==> src/rtl/pll_reset_seq.sv <==
// ---------------------------------------------------------------------------
// pll_reset_seq
//
// Power-up and recovery sequencer for the DCM PLL and the three per-domain
// reset synchronizers (mclk, cam_clk, pclk). Runs on the free-running
// reference clock.
//
// Sequence: hold the DCM in reset, wait for lock, require lock to stay
// stable, then release the mclk, cam_clk and pclk reset requests in that
// order with a fixed gap between them. A lock timeout retries a bounded
// number of times before giving up (sticky fail). Losing lock at any point
// after the first release re-asserts every domain reset at once and starts
// over from the DCM reset.
//
// Ports:
//   clk              in   reference clock, rising edge
//   reset_n          in   asynchronous active-low reset (already filtered)
//   lock_in          in   DCM LOCKED, asynchronous; 2-flop synchronized
//   restart          in   single-cycle synchronous restart request
//   dcm_rst          out  active-high reset to the DCM
//   mreset_req_n     out  mclk domain reset request, active-low
//   cam_reset_req_n  out  cam_clk domain reset request, active-low
//   preset_req_n     out  pclk domain reset request, active-low
//   ready            out  all domains released and PLL locked
//   fail             out  retries exhausted; sticky until restart/reset
//   retry_cnt        out  retries used in the current sequence (sat. 15)
// ---------------------------------------------------------------------------
module pll_reset_seq #(
  parameter int unsigned RST_HOLD     = 16,
  parameter int unsigned LOCK_TIMEOUT = 4096,
  parameter int unsigned LOCK_STABLE  = 64,
  parameter int unsigned REL_GAP      = 8,
  parameter int unsigned MAX_RETRY    = 3,
  parameter int unsigned CNT_W        = 13
) (
  input  logic       clk,
  input  logic       reset_n,
  input  logic       lock_in,
  input  logic       restart,
  output logic       dcm_rst,
  output logic       mreset_req_n,
  output logic       cam_reset_req_n,
  output logic       preset_req_n,
  output logic       ready,
  output logic       fail,
  output logic [3:0] retry_cnt
);

  // The release states are declared in release order and directly before
  // RUN, so "domain released" reduces to a range compare on the state.
  typedef enum logic [2:0] {
    ST_RST_ASSERT,
    ST_WAIT_LOCK,
    ST_STABLE,
    ST_REL_M,
    ST_REL_CAM,
    ST_REL_P,
    ST_RUN,
    ST_FAIL
  } state_t;

  // Terminal counts: a state of duration N leaves on the edge where cnt==N-1.
  localparam logic [CNT_W-1:0] HOLD_LAST    = CNT_W'(RST_HOLD - 1);
  localparam logic [CNT_W-1:0] TIMEOUT_LAST = CNT_W'(LOCK_TIMEOUT - 1);
  localparam logic [CNT_W-1:0] STABLE_LAST  = CNT_W'(LOCK_STABLE - 1);
  localparam logic [CNT_W-1:0] GAP_LAST     = CNT_W'(REL_GAP - 1);
  localparam logic [3:0]       RETRY_LIMIT  = 4'(MAX_RETRY);

  // First state in which each domain (0=mclk, 1=cam_clk, 2=pclk) is released.
  localparam state_t REL_FIRST [3] = '{ST_REL_M, ST_REL_CAM, ST_REL_P};

  state_t           state_reg, state_next;
  logic [CNT_W-1:0] cnt_reg, cnt_next;
  logic [3:0]       retry_reg, retry_next;
  logic [1:0]       sync_reg;
  logic             lock_s;

  logic             dcm_rst_reg, dcm_rst_next;
  logic [2:0]       rel_reg, rel_next;
  logic             ready_reg, ready_next;
  logic             fail_reg, fail_next;

  // -------------------------------------------------------------------------
  // Lock synchronizer. A sub-cycle glitch on lock_in may be missed here;
  // the STABLE window filters anything that does get through.
  // -------------------------------------------------------------------------
  always_ff @(posedge clk or negedge reset_n) begin
    if (!reset_n) begin
      sync_reg <= 2'b00;
    end else begin
      sync_reg <= {sync_reg[0], lock_in};
    end
  end

  assign lock_s = sync_reg[1];

  // -------------------------------------------------------------------------
  // State, counter and registered outputs.
  // -------------------------------------------------------------------------
  always_ff @(posedge clk or negedge reset_n) begin
    if (!reset_n) begin
      state_reg   <= ST_RST_ASSERT;
      cnt_reg     <= '0;
      retry_reg   <= 4'd0;
      dcm_rst_reg <= 1'b1;
      rel_reg     <= 3'b000;
      ready_reg   <= 1'b0;
      fail_reg    <= 1'b0;
    end else begin
      state_reg   <= state_next;
      cnt_reg     <= cnt_next;
      retry_reg   <= retry_next;
      dcm_rst_reg <= dcm_rst_next;
      rel_reg     <= rel_next;
      ready_reg   <= ready_next;
      fail_reg    <= fail_next;
    end
  end

  // -------------------------------------------------------------------------
  // Next-state logic. restart outranks every other exit condition.
  // -------------------------------------------------------------------------
  always_comb begin
    state_next = state_reg;
    retry_next = retry_reg;

    if (restart) begin
      state_next = ST_RST_ASSERT;
      retry_next = 4'd0;
    end else begin
      unique case (state_reg)
        ST_RST_ASSERT: begin
          if (cnt_reg == HOLD_LAST) begin
            state_next = ST_WAIT_LOCK;
          end
        end

        ST_WAIT_LOCK: begin
          // Lock arriving on the timeout edge still wins over the retry.
          if (lock_s) begin
            state_next = ST_STABLE;
          end else if (cnt_reg == TIMEOUT_LAST) begin
            if (retry_reg == RETRY_LIMIT) begin
              state_next = ST_FAIL;
            end else begin
              state_next = ST_RST_ASSERT;
              retry_next = (retry_reg == 4'hF) ? retry_reg : retry_reg + 4'd1;
            end
          end
        end

        ST_STABLE: begin
          // A dropout here only reopens the lock window; it is not a retry.
          if (!lock_s) begin
            state_next = ST_WAIT_LOCK;
          end else if (cnt_reg == STABLE_LAST) begin
            state_next = ST_REL_M;
          end
        end

        ST_REL_M: begin
          if (!lock_s) begin
            state_next = ST_RST_ASSERT;
          end else if (cnt_reg == GAP_LAST) begin
            state_next = ST_REL_CAM;
          end
        end

        ST_REL_CAM: begin
          if (!lock_s) begin
            state_next = ST_RST_ASSERT;
          end else if (cnt_reg == GAP_LAST) begin
            state_next = ST_REL_P;
          end
        end

        ST_REL_P: begin
          if (!lock_s) begin
            state_next = ST_RST_ASSERT;
          end else begin
            state_next = ST_RUN;
            retry_next = 4'd0;
          end
        end

        ST_RUN: begin
          if (!lock_s) begin
            state_next = ST_RST_ASSERT;
          end
        end

        ST_FAIL: begin
          state_next = ST_FAIL;
        end

        default: begin
          state_next = ST_RST_ASSERT;
        end
      endcase
    end
  end

  // The counter restarts on every state entry, including a restart that
  // re-enters RST_ASSERT from itself. RUN and FAIL have no timed exit, so
  // the counter is frozen there.
  always_comb begin
    cnt_next = cnt_reg;
    if (restart || (state_next != state_reg)) begin
      cnt_next = '0;
    end else if ((state_reg != ST_RUN) && (state_reg != ST_FAIL)) begin
      cnt_next = cnt_reg + 1'b1;
    end
  end

  // -------------------------------------------------------------------------
  // Output decode from the next state, so the output registers always match
  // the state register and all re-assertions land on the same edge.
  // -------------------------------------------------------------------------
  always_comb begin
    dcm_rst_next = (state_next == ST_RST_ASSERT) || (state_next == ST_FAIL);
    ready_next   = (state_next == ST_REL_P) || (state_next == ST_RUN);
    fail_next    = (state_next == ST_FAIL);
  end

  for (genvar gi = 0; gi < 3; gi++) begin : g_rel
    assign rel_next[gi] = (state_next >= REL_FIRST[gi]) && (state_next <= ST_RUN);
  end

  assign dcm_rst         = dcm_rst_reg;
  assign mreset_req_n    = rel_reg[0];
  assign cam_reset_req_n = rel_reg[1];
  assign preset_req_n    = rel_reg[2];
  assign ready           = ready_reg;
  assign fail            = fail_reg;
  assign retry_cnt       = retry_reg;

endmodule
==> config.mk <==
export PLATFORM = sky130hd
export DESIGN_NAME = pll_reset_seq
export DESIGN_NICKNAME = d
export VERILOG_FILES = /design/src/rtl/pll_reset_seq.sv
export SDC_FILE = /design/constraint.sdc
export NUM_CORES = 1
export LEC_CHECK = 0
export ABC_AREA = 1
export CAP_MARGIN = 20
export CORE_MARGIN = 1.5
export CORE_UTILIZATION = 60
export CTS_BUF_LIST = sky130_fd_sc_hd__clkbuf_4 sky130_fd_sc_hd__clkbuf_8
export DETAILED_ROUTE_END_ITERATION = 10
export GPL_TIMING_DRIVEN = 0
export MAX_ROUTING_LAYER = met4
export PLACE_DENSITY_LB_ADDON = 0.08
export SLEW_MARGIN = 20
export SYNTH_ARGS = -nofsm -noshare
export SYNTH_HDL_FRONTEND = slang
export SYNTH_SLANG_ARGS = --single-unit
==> constraint.sdc <==
create_clock -name clk -period 2.2 [get_ports clk]
set_clock_uncertainty 0.05 [all_clocks]
set_input_delay 0.44 -clock clk [delete_from_list [all_inputs] [get_ports clk]]
set_output_delay 0.44 -clock clk [all_outputs]
set_load 0.05 [all_outputs]
== Yosys cells after proc, flatten, opt, wreduce, memory -nomap -nowiden ==
Index checks and enable logic that the tools add are counted.
Operators by class
  add/subtract/negate cells: 2
  magnitude comparators: 4
  equal/unequal tests: 24
  muxes and demuxes: 23
  reduce and logical (&&, ||, !) cells: 12
Operators with widths (count)
  $mux 3: 13
  $mux 13: 2
  $mux 4: 6
  $pmux 3 s8: 1
  $eq 3x3->1 const B: 7
  $ne 3x3->1 const B: 7
  $add 13x1->13 const B: 1
  $eq 13x12->1 const B: 1
  $eq 13x3->1 const B: 1
  $eq 13x4->1 const B: 1
  $eq 13x6->1 const B: 1
  $pmux 4 s2: 1
  $eq 3x2->1 const B: 2
  $ge 3x3->1 const B: 2
  $logic_not 3->1: 2
  $reduce_and 6->1: 1
  $add 4x1->4 const B: 1
  $eq 4x2->1 const B: 1
  $eq 4x4->1 const B: 1
  $logic_and 1x1->1: 4
  $eq 3x1->1 const B: 1
  $ge 3x2->1 const B: 1
  $le 3x3->1 const B: 1
  $logic_or 1x1->1: 3
  3 further kinds: 3
Storage, ports and cells
  bits in registers: 28
  input port bits: 4
  output and inout port bits: 10
  logic and storage cells: 73

== Logic depth before layout (Yosys ltp) ==
  depth after elaboration: 9
  mapped depth: 14
  depth with buffers taken out: 13

== Worst setup path after synthesis ==
No wires, ideal clock.
  path type: register to register
  from: reg retry_reg[0] (netlist: retry_cnt[0])
  to: reg cnt_reg[10]
  library setup time: 80 ps
  data arrival time: 1984 ps
  data required time: 2070 ps
  slack: 86 ps
  cell stages (with the launch flop): 13
  path buffers: 1
  clock period less this slack: 2114 ps
  cell sequence: dfrtp_1 > ha_1 > inv_1 > nor3_1 > inv_1 > nand3_1 > nand3_1 > nand3_2 > nand2_2 > nand2_1 > nand3_2 > buf_6 > nor3_2
On the way
  cells in the longest elaborated chain, start to end: 9
  elaborated cells between the ends (all ways): 10
  classes of those cells: eq/ne (2); mux (6); reduce/logical (2)
RTL lines
  from (decl): RTL line 74  | logic [3:0] retry_reg, retry_next;
  from (signal assigned): RTL line 112  | retry_reg <= retry_next;
  $eq 4x2->1 *: RTL line 143  | if (retry_reg == RETRY_LIMIT) begin
  $mux 3 *: RTL line 143
  $mux 3 *: RTL line 142  | end else if (cnt_reg == TIMEOUT_LAST) begin
  $mux 3 *: RTL line 140  | if (lock_s) begin
  $pmux 3 s8 *: RTL line 131  | unique case (state_reg)
  $mux 3 *: RTL line 127  | if (restart) begin
  $ne 3x3->1 *: RTL line 208  | if (restart || (state_next != state_reg)) begin
  $logic_or 1x1->1 *: RTL line 208
  $mux 13 / $reduce_bool 2->1 (equally long branches)
  to (signal assigned): RTL line 111  | cnt_reg <= cnt_next;
  to (decl): RTL line 73  | logic [CNT_W-1:0] cnt_reg, cnt_next;
Mark *: on every way between the ends. The rest lies on a longest branch, timed or not.
A chain may end at the register's enable or synchronous reset.

== Worst setup path in the final report ==
  from: reg dcm_rst_reg (netlist: dcm_rst)
  to: out dcm_rst
RTL lines
  from (decl): RTL line 78  | logic dcm_rst_reg, dcm_rst_next;
  from (signal assigned): RTL line 113  | dcm_rst_reg <= dcm_rst_next;
  to (decl): RTL line 40  | output logic dcm_rst,
No word-level cell between the ends.

==> impl_summary.log <==
[metrics] leakage power figure: 0.0009089 µW
[metrics] max-cap check violation count: 0
[metrics] TritonCTS Buffers: 3
[metrics] largest driver fanout on the critical path: 1
[metrics] Worst VDD drop: 0.4189 mV
[metrics] start of the worst register-to-register path: cnt_reg[1]
[metrics] overall track demand over capacity in global routing: 0.2480
[metrics] Worst Hold Margin: roughly 0.033 ns
[metrics] normalized max-slew margin: 0.5944
[metrics] die outline area: 3143 µm²
[metrics] total of endpoints with negative setup slack in the final report: 0
[metrics] number of slew-limit violations in the final report: 0
[metrics] antenna violations before repair: 0
[metrics] HPWL reported at the end of detailed placement: 2509 µm
[metrics] flop and latch count out of synthesis: 28
[metrics] gpl congestion: 0.8432
[metrics] count of yosys warnings during synthesis: 0
[metrics] grt total ovfl: 0
[metrics] endpoint required time on the critical path: between 1.5 and 2 ns
[metrics] Initial DRC Count: 103
[metrics] post-synthesis sequential area ratio: 0.4156
[metrics] clk slew on worst S/H paths: 0.15 ns
[metrics] residual antenna-violating net count after detailed routing: 0
[metrics] number of buffers inserted for hold repair after clock tree synthesis: 0
[metrics] kind of end point of the critical path: output pin
[metrics] cell types occupying the most area after synthesis: sky130_fd_sc_hd__dfrtp_1 (40%), sky130_fd_sc_hd__nand2_1 (10%), sky130_fd_sc_hd__nor3_2 (6.5%)
[metrics] root buf cell: sky130_fd_sc_hd__clkbuf_4
[metrics] Post-route DRC: 0
[metrics] Avg Vias per Cell: about 5.6
[metrics] I/O Buffers: 13
[metrics] critical-path cell list: clkdlybuf4s50_1
[metrics] pre-CTS WS: between 0.1 and 0.15 ns
[metrics] status: finished, final reports clean
[metrics] # nets final: 228
[metrics] final WL: roughly 3400 µm
[metrics] number of flip-flops in the largest register: 13
[metrics] maximum number of pins on one net before global-route repair: 29
[metrics] Routed met3 length: 112 µm
[metrics] cell area after technology mapping: between 1500 and 2000 µm²
[metrics] Highest Signal Layer: met4
[metrics] Max Buffers Root-to-Sink: 2
[metrics] Yosys top cell area share: 0.4000
[metrics] total area of sequential cells: 701.9 µm²
[metrics] global-route wire length before repair: 5947 µm
[metrics] Row Count: 19
[metrics] top-level I/O count: 14
[metrics] arrival time worst endpoint: between 1.5 and 2 ns
[metrics] Skew-Pair Late Insertion Delay: 0.34 ns
[metrics] vertical die dimension: between 50 and 60 µm
[metrics] final critical-path setup slack: 0.04823 ns
[metrics] Via Count: around 1,400
[metrics] fill cell instance count of the final layout: 234
[metrics] average cell area after synthesis: 8.280 µm²
[metrics] total inserted antenna cells: 0
[metrics] WP buf/inv: 1
[metrics] hold crit path type: primary input to async pin
[metrics] minimum period implied by the final worst setup slack: 2.152 ns
[metrics] net count after synthesis: between 200 and 250
[metrics] Pwr per Cell Area: 437.5 nW/µm²
[metrics] number of global-route vias before repair: 1,410
[metrics] initial core utilization: 0.6233
[metrics] startpoint type of the worst setup path: flip-flop
[metrics] actual transition at the worst max-transition pin: around 0.61 ns
[metrics] Met2 Wirelength: 1723 µm
[metrics] slowest stage delay, CP: between 0.7 and 0.8 ns
[metrics] post-route design area: 1897 µm²
[metrics] cell family contributing the most delay on the critical path: buffers and inverters
[metrics] wire length on met1: 1496 µm
[metrics] part of the cycle the worst path needs: 0.9781
[metrics] summed negative setup slack over all endpoints: 0 ns
[metrics] TritonCTS Sinks: 28
[metrics] library cell occupying the most area in the post-synthesis netlist: sky130_fd_sc_hd__dfrtp_1
[metrics] wire length per cell: 13.58 µm
[metrics] Fmax: 0.4647 GHz
[metrics] area overhead of the layout relative to synthesis: 12.30%
[metrics] gate count after technology mapping: slightly above 200
[metrics] worst setup path startpoint: dcm_rst
[metrics] Floorplan Core Area: 2710 µm²
[metrics] floorplan die width: 56.06 µm
[metrics] instance area at placement: 1853 µm²
[metrics] count of TritonRoute iterations in the first routing pass: 4
[metrics] total area of multi-input combinational cells: 870.8 µm²
[metrics] setup repair after global routing missed its margin: no
[metrics] clock tree from TritonCTS: built
[metrics] final-report hold violation count: 0
[metrics] Slowest-stage cell, CP: sky130_fd_sc_hd__clkdlybuf4s50_1
[metrics] fraction of layout instances using a drive strength above 1: 0.1946
[metrics] H-Tree Depth: 1
[metrics] type of the worst setup path: flip-flop to output pin
[metrics] Synth cell types: 29
## per-layer routing
layer / global-route usage / up-vias
li1: - / 688
met1: 0.2879 / 675
met2: 0.4286 / 42
met3: 0.03256 / 11
met4: 0.1088 / 0
met5: - / -
## final cells by class
| class | count | area share |
|---|---|---|
| Tap cell | 31 | 0.02045 |
| Multi-Input combinational cell | 149 | 0.4591 |
| Timing Repair Buffer | 13 | 0.06596 |
| Sequential cell | 28 | 0.3701 |
| Inverter | 24 | 0.04749 |
| Buffer | 3 | 0.01781 |
| Clock buffer | 4 | 0.01913 |
## where the power goes
part           switching, µW  internal, µW
clock                    156           102
combinational           29.2          15.4
sequential              6.94           521
## worst paths after layout
check | to | depth (start not counted) | slack [ns]
setup / recovery | dcm_rst | 1 | 0.05
setup reg to reg | cnt_reg[1] | 12 | 0.17
hold reg to reg | sync_reg[1] | 0 | 0.32
min in group clk | sync_reg[1] | 0 | 0.32
hold / removal | cnt_reg[6] | 1 | 0.03
max in group asynchronous | ready | 1 | 1.66
## logic make-up (layout without fill, tap and decap cells)
group           after synthesis  count (layout)  synth area share
buf+inv                      27              44           0.07333
flops                        28              28            0.4156
mux                           1               1          0.005926
fa+ha+maj                     2               2           0.01481
xor+xnor                     13              13           0.06741
compound gates                9               9           0.03408
simple gates                124             124            0.3889
## worst register-to-register path, cell delays in order, from the launching register on
cell and delay [ns]:
sky130_fd_sc_hd__dfrtp_1 0.42, sky130_fd_sc_hd__ha_2 0.23, sky130_fd_sc_hd__nand2_1 0.07, sky130_fd_sc_hd__nor2_2 0.13
sky130_fd_sc_hd__nand2_1 0.08, sky130_fd_sc_hd__nor2_1 0.11, sky130_fd_sc_hd__nand4_1 0.12, sky130_fd_sc_hd__nand3b_2 0.13
sky130_fd_sc_hd__nand2_2 0.09, sky130_fd_sc_hd__nand2_2 0.07, sky130_fd_sc_hd__nand2_2 0.08, sky130_fd_sc_hd__buf_6 0.17
sky130_fd_sc_hd__nor3_2 0.19
## stage by stage
| stage | power, µW | utilization | std cells |
|---|---|---|---|
| final | 829.9 | 0.6999 | 252 |
| after global routing | 853.3 | 0.6999 | 252 |
| after CTS | 834.8 | 0.6971 | 252 |
| after detailed placement | 582.4 | 0.6837 | 248 |
| after global placement | 580.2 | 0.6856 | 248 |
| after floorplan | 560.6 | - | 204 |
## synthesized netlist by cell type
cell type	instances
sky130_fd_sc_hd__inv_1	20
sky130_fd_sc_hd__o21a_1	1
sky130_fd_sc_hd__o21ai_2	1
sky130_fd_sc_hd__o21ai_0	3
sky130_fd_sc_hd__nor4b_1	1
sky130_fd_sc_hd__nor2_2	5
sky130_fd_sc_hd__nor3_2	11
sky130_fd_sc_hd__xnor2_1	2
sky130_fd_sc_hd__nand3_1	18
sky130_fd_sc_hd__inv_2	4
sky130_fd_sc_hd__ha_1	2
sky130_fd_sc_hd__nand2_4	1
sky130_fd_sc_hd__nand4_1	2
sky130_fd_sc_hd__buf_6	3
sky130_fd_sc_hd__dfstp_2	1
sky130_fd_sc_hd__xor2_1	11
sky130_fd_sc_hd__nand3b_1	2
sky130_fd_sc_hd__nor3_1	9
sky130_fd_sc_hd__nand2_2	6
sky130_fd_sc_hd__dfrtp_1	27
sky130_fd_sc_hd__a21oi_1	2
sky130_fd_sc_hd__a211oi_1	1
sky130_fd_sc_hd__nand3b_2	1
sky130_fd_sc_hd__mux2i_1	1
sky130_fd_sc_hd__nand3b_4	1
sky130_fd_sc_hd__a22o_1	1
sky130_fd_sc_hd__nor2_1	19
sky130_fd_sc_hd__nand2_1	46
sky130_fd_sc_hd__nand3_2	2
## placed cells by master (no fill, tap or decap)
cell,n
sky130_fd_sc_hd__nand2_1,46
sky130_fd_sc_hd__dfrtp_1,27
sky130_fd_sc_hd__inv_1,20
sky130_fd_sc_hd__nor2_1,19
sky130_fd_sc_hd__nand3_1,18
sky130_fd_sc_hd__nor3_2,12
sky130_fd_sc_hd__clkdlybuf4s50_1,12
sky130_fd_sc_hd__xor2_1,11
sky130_fd_sc_hd__nor3_1,8
sky130_fd_sc_hd__nand2_2,6
sky130_fd_sc_hd__nor2_2,5
sky130_fd_sc_hd__inv_2,4
sky130_fd_sc_hd__buf_6,3
sky130_fd_sc_hd__o21ai_0,3
sky130_fd_sc_hd__clkbuf_4,3
sky130_fd_sc_hd__a21oi_1,2
sky130_fd_sc_hd__nand3_2,2
sky130_fd_sc_hd__nand3b_1,2
sky130_fd_sc_hd__nand4_1,2
sky130_fd_sc_hd__xnor2_1,2
sky130_fd_sc_hd__nand2_4,1
sky130_fd_sc_hd__nand3b_4,1
sky130_fd_sc_hd__nand3b_2,1
sky130_fd_sc_hd__o21ai_2,1
sky130_fd_sc_hd__mux2i_1,1
sky130_fd_sc_hd__a211oi_1,1
sky130_fd_sc_hd__a22o_1,1
sky130_fd_sc_hd__o21a_1,1
sky130_fd_sc_hd__nor4b_1,1
sky130_fd_sc_hd__ha_2,1
sky130_fd_sc_hd__ha_1,1
sky130_fd_sc_hd__clkbuf_8,1
sky130_fd_sc_hd__dfstp_2,1
sky130_fd_sc_hd__buf_2,1
## what timing repair did
| item | CTS | global route |
|---|---|---|
| endpoints found under the hold margin | 0 | 0 |
| resized for setup | 0 | 2 |
| setup endpoints to repair | 0 | 10 |
| buffers inserted | 0 | 0 |
(Power assumes the default switching activity.)
